--- config.mk ---
export PLATFORM = sky130hd
export DESIGN_NAME = multicycle_control
export DESIGN_NICKNAME = d
export VERILOG_FILES = /design/src/rtl/riscv_ctrl_pkg.sv /design/src/rtl/ctrl_output_decode.sv /design/src/rtl/multicycle_control.sv
export SDC_FILE = /design/constraint.sdc
export NUM_CORES = 1
export LEC_CHECK = 0
export ABC_AREA = 1
export CAP_MARGIN = 20
export CORE_AREA = 2 2 39 41
export CTS_BUF_LIST = sky130_fd_sc_hd__clkbuf_8
export CTS_CLUSTER_DIAMETER = 40
export DETAILED_ROUTE_END_ITERATION = 12
export DIE_AREA = 0 0 41 43
export PLACE_DENSITY_LB_ADDON = 0.12
export SYNTH_ARGS = -nofsm -noshare
export SYNTH_HDL_FRONTEND = slang
export SYNTH_SLANG_ARGS = --single-unit
--- constraint.sdc ---
create_clock -name clk -period 3.1 [get_ports clk]
set_input_delay 0.465 -clock clk [delete_from_list [all_inputs] [get_ports clk]]
set_output_delay 0.465 -clock clk [all_outputs]
set_load 0.05 [all_outputs]
--- src/rtl/riscv_ctrl_pkg.sv ---
// Shared control definitions for the RISC-V multicycle and single-cycle controllers:
// opcodes, FSM state codes, ALU select encodings and the control bundle.
package riscv_ctrl_pkg;

    localparam logic [6:0] OP_LOAD   = 7'b0000011;
    localparam logic [6:0] OP_STORE  = 7'b0100011;
    localparam logic [6:0] OP_RTYPE  = 7'b0110011;
    localparam logic [6:0] OP_ITYPE  = 7'b0010011;
    localparam logic [6:0] OP_BRANCH = 7'b1100011;

    typedef enum logic [3:0] {
        S_FETCH    = 4'd0,
        S_DECODE   = 4'd1,
        S_MEMADR   = 4'd2,
        S_MEMREAD  = 4'd3,
        S_MEMWB    = 4'd4,
        S_MEMWRITE = 4'd5,
        S_EXEC_R   = 4'd6,
        S_EXEC_I   = 4'd7,
        S_ALUWB    = 4'd8,
        S_BRANCH   = 4'd9
    } state_t;

    typedef enum logic [1:0] {
        SRCA_PC    = 2'b00,
        SRCA_OLDPC = 2'b01,
        SRCA_REGA  = 2'b10
    } alu_src_a_t;

    typedef enum logic [1:0] {
        SRCB_REGB = 2'b00,
        SRCB_FOUR = 2'b01,
        SRCB_IMM  = 2'b10
    } alu_src_b_t;

    typedef enum logic [1:0] {
        ALU_ADD    = 2'b00,
        ALU_SUB    = 2'b01,
        ALU_RFUNCT = 2'b10,
        ALU_IFUNCT = 2'b11
    } alu_op_t;

    typedef struct packed {
        logic       iord;
        logic       mem_read;
        logic       mem_write;
        logic       ir_write;
        logic       pc_write;
        logic       pc_write_cond;
        logic       pc_source;
        logic       mem_to_reg;
        logic       reg_write;
        logic       illegal_op;
        alu_src_a_t alu_src_a;
        alu_src_b_t alu_src_b;
        alu_op_t    alu_op;
    } ctrl_t;

    function automatic logic op_supported(input logic [6:0] op);
        return (op == OP_LOAD) || (op == OP_STORE) || (op == OP_RTYPE) ||
               (op == OP_ITYPE) || (op == OP_BRANCH);
    endfunction

endpackage

--- src/rtl/ctrl_output_decode.sv ---
// Moore output decode for the multicycle controller; only the fetch strobes and
// the illegal-opcode flag look at anything besides the state.
module ctrl_output_decode
    import riscv_ctrl_pkg::*;
(
    input  state_t      State,
    input  logic        MemReady,
    input  logic [6:0]  Op,
    output ctrl_t       ctrl
);

    always_comb begin
        ctrl = '0;
        case (State)
            S_FETCH: begin
                ctrl.mem_read  = 1'b1;
                ctrl.alu_src_a = SRCA_PC;
                ctrl.alu_src_b = SRCB_FOUR;
                ctrl.alu_op    = ALU_ADD;
                // Instruction and PC+4 are only committed on the cycle the read returns
                ctrl.ir_write  = MemReady;
                ctrl.pc_write  = MemReady;
            end
            S_DECODE: begin
                ctrl.alu_src_a  = SRCA_OLDPC;
                ctrl.alu_src_b  = SRCB_IMM;
                ctrl.alu_op     = ALU_ADD;
                ctrl.illegal_op = !op_supported(Op);
            end
            S_MEMADR: begin
                ctrl.alu_src_a = SRCA_REGA;
                ctrl.alu_src_b = SRCB_IMM;
                ctrl.alu_op    = ALU_ADD;
            end
            S_MEMREAD: begin
                ctrl.iord     = 1'b1;
                ctrl.mem_read = 1'b1;
            end
            S_MEMWB: begin
                ctrl.reg_write  = 1'b1;
                ctrl.mem_to_reg = 1'b1;
            end
            S_MEMWRITE: begin
                ctrl.iord      = 1'b1;
                ctrl.mem_write = 1'b1;
            end
            S_EXEC_R: begin
                ctrl.alu_src_a = SRCA_REGA;
                ctrl.alu_src_b = SRCB_REGB;
                ctrl.alu_op    = ALU_RFUNCT;
            end
            S_EXEC_I: begin
                ctrl.alu_src_a = SRCA_REGA;
                ctrl.alu_src_b = SRCB_IMM;
                ctrl.alu_op    = ALU_IFUNCT;
            end
            S_ALUWB: begin
                ctrl.reg_write = 1'b1;
            end
            S_BRANCH: begin
                // Datapath qualifies pc_write_cond with ALU Zero
                ctrl.alu_src_a     = SRCA_REGA;
                ctrl.alu_src_b     = SRCB_REGB;
                ctrl.alu_op        = ALU_SUB;
                ctrl.pc_write_cond = 1'b1;
                ctrl.pc_source     = 1'b1;
            end
            default: ctrl = '0;
        endcase
    end

endmodule

--- src/rtl/multicycle_control.sv ---
// Multicycle RISC-V control FSM: state register and next-state logic here,
// output decode in ctrl_output_decode, everything forced low while in reset.
module multicycle_control
    import riscv_ctrl_pkg::*;
(
    input  logic       clk,
    input  logic       reset,
    input  logic [6:0] Op,
    input  logic       MemReady,
    output logic       IorD,
    output logic       MemRead,
    output logic       MemWrite,
    output logic       IRWrite,
    output logic       PCWrite,
    output logic       PCWriteCond,
    output logic       PCSource,
    output logic       MemToReg,
    output logic       RegWrite,
    output logic       IllegalOp,
    output logic [1:0] ALUSrcA,
    output logic [1:0] ALUSrcB,
    output logic [1:0] ALUOp,
    output logic [3:0] State
);

    state_t state;
    ctrl_t  ctrl;
    ctrl_t  ctrl_q;

    always_ff @(posedge clk or posedge reset) begin
        if (reset) begin
            state <= S_FETCH;
        end else begin
            case (state)
                S_FETCH:    if (MemReady) state <= S_DECODE;
                S_DECODE: begin
                    case (Op)
                        OP_LOAD, OP_STORE: state <= S_MEMADR;
                        OP_RTYPE:          state <= S_EXEC_R;
                        OP_ITYPE:          state <= S_EXEC_I;
                        OP_BRANCH:         state <= S_BRANCH;
                        default:           state <= S_FETCH;
                    endcase
                end
                S_MEMADR:   state <= (Op == OP_LOAD) ? S_MEMREAD : S_MEMWRITE;
                S_MEMREAD:  if (MemReady) state <= S_MEMWB;
                S_MEMWB:    state <= S_FETCH;
                S_MEMWRITE: if (MemReady) state <= S_FETCH;
                S_EXEC_R,
                S_EXEC_I:   state <= S_ALUWB;
                S_ALUWB:    state <= S_FETCH;
                S_BRANCH:   state <= S_FETCH;
                default:    state <= S_FETCH;
            endcase
        end
    end

    ctrl_output_decode u_decode (
        .State    (state),
        .MemReady (MemReady),
        .Op       (Op),
        .ctrl     (ctrl)
    );

    // Reset gates the decode so an in-flight store drops MemWrite without a clock
    assign ctrl_q = reset ? '0 : ctrl;

    assign IorD        = ctrl_q.iord;
    assign MemRead     = ctrl_q.mem_read;
    assign MemWrite    = ctrl_q.mem_write;
    assign IRWrite     = ctrl_q.ir_write;
    assign PCWrite     = ctrl_q.pc_write;
    assign PCWriteCond = ctrl_q.pc_write_cond;
    assign PCSource    = ctrl_q.pc_source;
    assign MemToReg    = ctrl_q.mem_to_reg;
    assign RegWrite    = ctrl_q.reg_write;
    assign IllegalOp   = ctrl_q.illegal_op;
    assign ALUSrcA     = ctrl_q.alu_src_a;
    assign ALUSrcB     = ctrl_q.alu_src_b;
    assign ALUOp       = ctrl_q.alu_op;
    assign State       = state;

endmodule

---- Yosys cells after proc, flatten, opt, wreduce, memory -nomap -nowiden ----
Cells that the tools add are included.
cells by class
  eq/ne operators ......................... 17
  muxes and demuxes ....................... 16
  reductions and logical operators ........ 12
operator list
  cell                  number
  $pmux W6 S6           1
  $pmux W4 S6           1
  $eq A4 B3 Y1 const B  4
  $mux W16              1
  $pmux W4 S4           1
  $eq A7 B6 Y1 const B  2
  $mux W4               3
  $reduce_or A2 Y1      5
  $eq A4 B2 Y1 const B  2
  $eq A4 B4 Y1 const B  2
  $eq A7 B2 Y1 const B  1
  $eq A7 B5 Y1 const B  1
  $eq A7 B7 Y1 const B  1
  $mux W1               6
  $ne A2 B2 Y1 const B  3
  $eq A4 B1 Y1 const B  1
  $logic_not A4 Y1      1
  $logic_or A1 B1 Y1    4
  $mux W2               2
  $mux W3               1
  $reduce_and A3 Y1     1
  $logic_not A1 Y1      1
word-level totals
  register bits after elaboration ......... 4
  input port bits ......................... 10
  output and inout bits ................... 20
  logic and storage cells ................. 46

---- Logic depth before layout (Yosys ltp) ----
  word-level depth ........................ 8
  depth in mapped cells ................... 8
  depth with buffers taken out ............ 8

---- Cells and area by module ----
Synthesis repeated with hierarchy kept, for this count alone.
unflattened totals
  cell total of the unflattened synthesis .. 127
  area total of the unflattened synthesis .. 666.9 µm²
modules (own cells, without submodules)
  module              instances  cells an instance  area an instance (µm²)  sequential area each (µm²)
  multicycle_control  1          83                 447.9                   100.1
  ctrl_output_decode  1          44                 219.0                   0.0

---- Worst setup path after synthesis ----
OpenSTA, ideal clock, no wires.
  path kind ............................... register to output
  start ................................... register state[3] (netlist: State[3])
  end ..................................... output port PCWrite
  arrival ................................. 2419 ps
  required time ........................... 2635 ps
  path slack .............................. 216 ps
  cell stages (with the launch flop) ...... 5
  buffers on the path ..................... 1
  cell sequence ........................... dfrtp_1 > nor2_4 > nand2_1 > nor3_1 > buf_4
between the ends
  word-level cells in the longest chain between the ends .. 3
RTL lines
  what                    RTL line                  source
  from (decl)             multicycle_control.sv:26  state_t state;
  from (signal assigned)  multicycle_control.sv:45  S_MEMADR: state <= (Op == OP_LOAD) ? S_MEMREAD : S_MEMWRITE;
  $logic_not A4 Y1        ctrl_output_decode.sv:14  case (State)
  $mux W2                 ctrl_output_decode.sv:14
  $mux W16                multicycle_control.sv:66  assign ctrl_q = reset ? '0 : ctrl;
  to (decl)               multicycle_control.sv:14  output logic PCWrite,
No other way between the ends.

---- Final worst setup path ----
  start ................................... input port reset
  end ..................................... output port ALUSrcA[1]
between the ends
  word-level cells in the longest chain between the ends .. 1
RTL lines
  what         RTL line                  source
  from (decl)  multicycle_control.sv:7   input logic reset,
  $mux W16     multicycle_control.sv:66
  to (decl)    multicycle_control.sv:20  output logic [1:0] ALUSrcA,
No other way between the ends.

==> results.py <==
metrics = {
    "outcome": {
        "status": "completed",
    },
    "global_route": {
        "track_usage_pct": 17.6,
        "grt_overflow": 0,
        "first_global_vias": 544,
        "grt_first_pass_wirelength_um": 2130,
        "antenna_found_initial": 0,
        "grt_max_degree": 12,
    },
    "logic_synthesis": {
        "ys_seq_elements": 4,
        "syn_nets": 101,
        "avgSynthCellArea_um2": 5.39,
        "synth_simple_gate_area_share_pct": 52.6,
        "yosysSeqAreaShare_pct": 20.4,
        "synth_compound_area_share_pct": 9.44,
        "synth.distinct_cells": 15,
        "synth_cells": 91,
        "synthAdderAreaFrac_pct": 0,
        "synth_mux_area_share_pct": 0,
        "yosys_warnings": 0,
        "synth_top_family_by_area": "simple AND/OR/NAND/NOR gates",
        "netlist_area_um2": 490,
        "synth_xor_area_share_pct": 0,
    },
    "routing": {
        "wire_per_inst_um": 9.57,
        "drt_iter0_markers": 17,
        "via_count": 650,
        "drcViolationCount": 0,
        "via_per_inst": 4.78,
        "ant_nets": 0,
        "wl_um": 1300,
        "dr.pass1.iters": 4,
    },
    "sta": {
        "fin_crit_ns": 2.70,
        "setup_tns_ns": 0,
        "min_period_over_period_pct": 87.2,
        "finalHoldViolations": 0,
        "setup_viol_count_final": 0,
        "clock_skew_ns": 0.00136,
        "maxSlewHeadroom_pct": 66.3,
        "fmax_mhz": 370,
        "rsz0062_at_grt": "no",
        "drv_slew": 0,
        "max_slew.worst_pin.slew_ns": 0.503,
    },
    "final_layout": {
        "seqCellArea_um2": 100,
        "final_nets": 132,
        "mostFrequentLayoutCell": "nand2_1",
        "area_growth_pct": 66.3,
        "largest_reg_flops": 4,
        "multi_input_area_um2": 304,
        "num_antenna_cells": 0,
        "nFillCells": 143,
        "mostFrequentLayoutCells": "nand2_1, clkdlybuf4s50_1, inv_1, nor2_1, nand3_1",
        "drive_gt1_share_pct": 13.3,
    },
    "die": {
        "die_area_um2": 1760,
        "coreArea_um2": 1380,
        "io_pins": 30,
        "num_rows": 14,
        "start_util_pct": 35.4,
        "die_h_um": 43,
        "die_w_um": 41,
    },
    "setup_path": {
        "worstPathArrival_ns": 2.24,
        "crit_required_ns": 2.63,
        "end_kind": "primary output",
        "slowest_delay_ns": 0.78,
        "crit_slowest_cell": "clkdlybuf4s50_1",
        "start_kind": "input pin",
        "path_max_fanout": 11,
        "cp_num_buf_inv": 4,
        "critPathKind": "input pin to primary output",
        "reg2reg_from": "State[3]",
        "crit_family": "buffers and inverters",
        "reg2reg_slack_ns": 1.89,
        "crit_start": "reset",
        "cp_cell_sequence": "clkdlybuf4s50_1 -> inv_1 -> nand2_1 -> inv_1 -> clkdlybuf4s50_1",
        "rr_worst_depth": 7,
        "r2r-end": "State[0]",
    },
    "clock_network": {
        "insertion_delay_ns": 0.21,
        "post_cts_buffers": 0,
        "clkTransAtPathRegs_ns": 0.03,
        "cts_buffers": 3,
        "post_cts_resized": 0,
        "hold_buffers": 0,
        "clk_path_buf_depth": 2,
        "clockRootBuffer": "clkbuf_8",
        "cts_tree": "yes",
        "clock-sinks": 4,
        "htree_levels": 1,
    },
    "placement": {
        "port_buffers": 29,
        "gp_congestion": 0.855,
        "dp_hpwl_um": 1060,
    },
    "power_and_ir_drop": {
        "powerDensity_nw_per_um2": 601,
        "p_leak_nw": 0.402,
        "finalPower_mw": 0.490,
        "p_seq_share_pct": 14.9,
        "switchingPower_mw": 0.247,
        "ir_drop_mv": 0.294,
        "internal_power_mw": 0.243,
        "swShare_pct": 50.4,
        "clock_power_share_pct": 21.9,
        "p_comb_share_pct": 63.2,
    },
    "hold_path": {
        "min_to": "State[3]",
        "hold_path.class": "register to register",
        "holdPathStages": 2,
        "hp-start": "State[1]",
    },
    "job": {
        "max-cap-violations": 0,
    },
}
==> layout make-up <==
class,instances,share of cell area [%]
Multi-Input combinational cell,66,37.3
Inverter,18,8.28
Timing Repair Buffer,29,34.7
Sequential cell,4,12.3
Tap cell,16,2.45
Clock buffer,3,5.06
==> cell usage after synthesis <==
| library cell | instances | area [um2] |
|---|---|---|
| a21oi_1 | 5 | 25.0 |
| nor2_2 | 3 | 18.8 |
| inv_1 | 14 | 52.6 |
| nand3_2 | 1 | 10.0 |
| nor2_4 | 2 | 22.5 |
| nor3_1 | 3 | 15.0 |
| o211ai_1 | 2 | 15.0 |
| dfrtp_1 | 4 | 100 |
| nor2_1 | 14 | 52.6 |
| inv_2 | 4 | 15.0 |
| nand2_1 | 29 | 109 |
| nand3_1 | 6 | 30.0 |
| clkbuf_1 | 1 | 3.75 |
| a31oi_1 | 1 | 6.26 |
| buf_4 | 2 | 15.0 |
==> kinds of logic (layout without fill, tap and decap cells) <==
kind of cell / after synthesis / after routing
AOI/OAI and AO/OA: 8 / 8
buffers and inverters: 21 / 50
DFF: 4 / 4
and+or+nand+nor: 58 / 58
==> power groups by stage <==
stage                     Combinational (mW)  Clock, mW  Sequential [mW]
final                                  0.310      0.107           0.0731
after detailed placement               0.309          0           0.0729
after global placement                 0.309          0           0.0732
after floorplan                        0.194          0           0.0992
after global routing                   0.332      0.113           0.0743
after CTS                              0.311      0.107           0.0732
==> how the worst max path moves through the flow <==
stage	endpoint	cells past startpoint	slack, ns
floorplan	PCWrite	4	0.22
global route	ALUSrcA[1]	5	0.27
finish	ALUSrcA[1]	5	0.40
detailed placement	ALUSrcA[1]	5	0.39
CTS	ALUSrcA[1]	5	0.38
global placement	ALUSrcA[1]	5	0.40
==> per-layer routing <==
metal / wire length (um) / global-route usage (%) / vias to the layer above
met4: 39 / 10.0 / 0
met3: 105 / 3.66 / 5
met1: 549 / 21.5 / 276
met2: 607 / 27.2 / 33
li1: - / - / 336
met5: 0 / 0 / -
==> worst register-to-register path: cells and delay by family, from the launching register on <==
kind | cells | cell delay, ns
flip-flops | 1 | 0.44
AND/OR/NAND/NOR | 6 | 0.62
buffers and inverters | 1 | 0.09
==> metrics by stage <==
stage          cell area [um2]  cells  utilization, %  hold WS [ns]  worst slack, ns
3_5_place_dp               774    133            56.0         0.651            0.389
2_1_floorplan              490     91               -         0.248            0.216
3_3_place_gp               774    133            56.0         0.662            0.395
5_1_grt                    816    136            59.0         0.702            0.269
4_1_cts                    816    136            59.0         0.657            0.384
6_report                   816    136            59.0         0.663            0.398
Power figures use the tool's default switching activity.
==> edit (config.mk and constraints unchanged) <==
Make the reset (`reset`) synchronous in one clocked block.
--- a/src/rtl/multicycle_control.sv
+++ b/src/rtl/multicycle_control.sv
@@ -29,3 +29,3 @@
 
-    always_ff @(posedge clk or posedge reset) begin
+    always_ff @(posedge clk) begin
         if (reset) begin
Function: differs if reset is asserted again (counterexample within 4 cycles, from zero or initial values and one cycle with reset high); with reset held inactive, the same outputs for 10 cycles.
==> edit against the original RTL <==
  * Area after synthesis increased by 6.6%
  * Synthesized cell count shrank 1.1%
  * Cell area increased by 3.4%
  * Wire length is essentially flat
  * Largest cell class unchanged
  * Critical path depth unchanged
  * Sequential cell count did not move
  * Setup slack gained 0.020 ns
  * Die area is the same
Power is not compared: it rests on default switching activity, and its combinational part moved more than twofold at a synthesized area within 25%.
==> edit: results (changes against the original RTL) <==
Finish
  – Layout filler cell count: 136 (was 143)
  – Comb_multi_in: 62 (was 66)
  – Logic inverters: 21 (was 18)
  – Clock-cell share of area: 0.0490 (was 0.0506)
  – Final std cells w/o fill: 135 (was 136)
  – Fraction of area in multi-input gates: 0.407 (was 0.373)
  – Final #Nets: 131 (was 132)
  – Non-Clock Buffer Area Fraction: 0.329 (was 0.347)
  – FF/Latch Area: 80.1 sq um (was 100 sq um)
  – Ant diodes: 0 (unchanged)
  – Design Area, Final: 843 sq um (was 816 sq um)
  – Share of layout cells above drive strength 1: 0.227 (was 0.133)

Timing
  – Rel. slew slack: 0.663 (about the same)
  – Clock Skew: 0.00382 ns (was 0.00136 ns)

Detailed routing
  – Initial DRC count: 7 (was 17)
  – Met1 WL: 583 microns (was 549 microns)
  – Drt total wl: 1300 microns (about the same)
  – Detailed Routing Iterations Pass 1: 2 (was 4)
  – Met2 routed WL: 616 microns (was 607 microns)
  – Routed vias: 638 (was 650)
  – DR WL met3: 79 microns (was 105 microns)

Critical path
  – Worst-path maximum fanout: 13 (was 11)
  – WP data arrival: 2.22 ns (was 2.24 ns)
  – CP delay by family, top: buffers and inverters (unchanged)
  – Critical path's slowest cell: clkdlybuf4s50_1 (unchanged)

Power and ir drop
  – Leak: 0.395 nW
  – Net Sw Frac: 0.338

Yosys
  – Net Count, Synth: 100 (was 101)
  – Syn Area/Cell: 5.81 sq um (was 5.39 sq um)
  – Largest cells by area after synthesis: dfxtp_1, nand3_1, inv_1, nand2_1, nor2_1 (was nand2_1, dfrtp_1, inv_1, nor2_1, nand3_1)
  – Yosys cell types: 21 (was 15)
  – Fraction of the yosys area taken by sequential cells: 0.153 (was 0.204)
  – Synth Flop Type: dfxtp_1 (was dfrtp_1)
  – Post-synth top cells: inv_1, nand2_1, nor2_1 (was nand2_1, inv_1, nor2_1)
  – Asr flop ratio synth: 0 (was 1.00)
  – Post-synthesis xor/xnor area fraction: 0 (unchanged)
  – Synth Area in Compound Gates: 0.129 (was 0.0944)
  – Syn. warnings: 0 (unchanged)

Clock tree
  – # clock sinks: 4 (unchanged)
  – Post-CTS setup buffer count: 0 (unchanged)
  – # resized after CTS: 0 (unchanged)
  – H-tree Lvls: 1 (unchanged)

Placement
  – HPWL Detailed: 1100 microns (was 1060 microns)
  – Gpl congestion: 0.892 (was 0.855)
  – Pre-CTS setup slack: 0.426 ns (was 0.389 ns)
  – Dpl cell area: 802 sq um (was 774 sq um)

Global routing
  – Global Route Usage Sum: 0.183 (was 0.176)
  – Largest net degree at the start of global routing: 14 (was 12)
  – First-pass GRT wire length: 2240 microns (was 2130 microns)
  – Vias in the first global route: 579 (was 544)

Outcome
  – Status: completed (unchanged)

Hold path
  – HP Class: reg2reg (unchanged)
## edit: kinds of logic (layout without fill, tap and decap cells)
group,Yosys count,count (layout)
flip-flops,4,4
buffers and inverters,24,53
AO/OA/AOI/OAI,11,11
AND/OR/NAND/NOR,51,51
## edit: final timing paths
path,start,end,slack (ns),cells after the start
setup / recovery,reset,ALUSrcB[1],0.42,5
hold / removal,State[1],State[3],0.63,2
setup reg to reg,State[0],State[0],1.93,4
hold reg to reg,State[1],State[3],0.63,2
## edit: power by group through the flow
stage | sequential (mW) | clock, mW | combinational [mW]
after detailed placement | 0.0563 | 0 | 0.0867
final | 0.0557 | 0.112 | 0.0865
after floorplan | 0.0603 | 0 | 0.0535
after global placement | 0.0563 | 0 | 0.0862
after CTS | 0.0556 | 0.115 | 0.0870
after global routing | 0.0558 | 0.117 | 0.0941
## edit: per-layer routing
metal / vias to the layer above / global-route usage
met5: - / 0
met3: 3 / 0.0314
met4: 0 / 0.100
met2: 17 / 0.275
met1: 280 / 0.235
li1: 338 / -
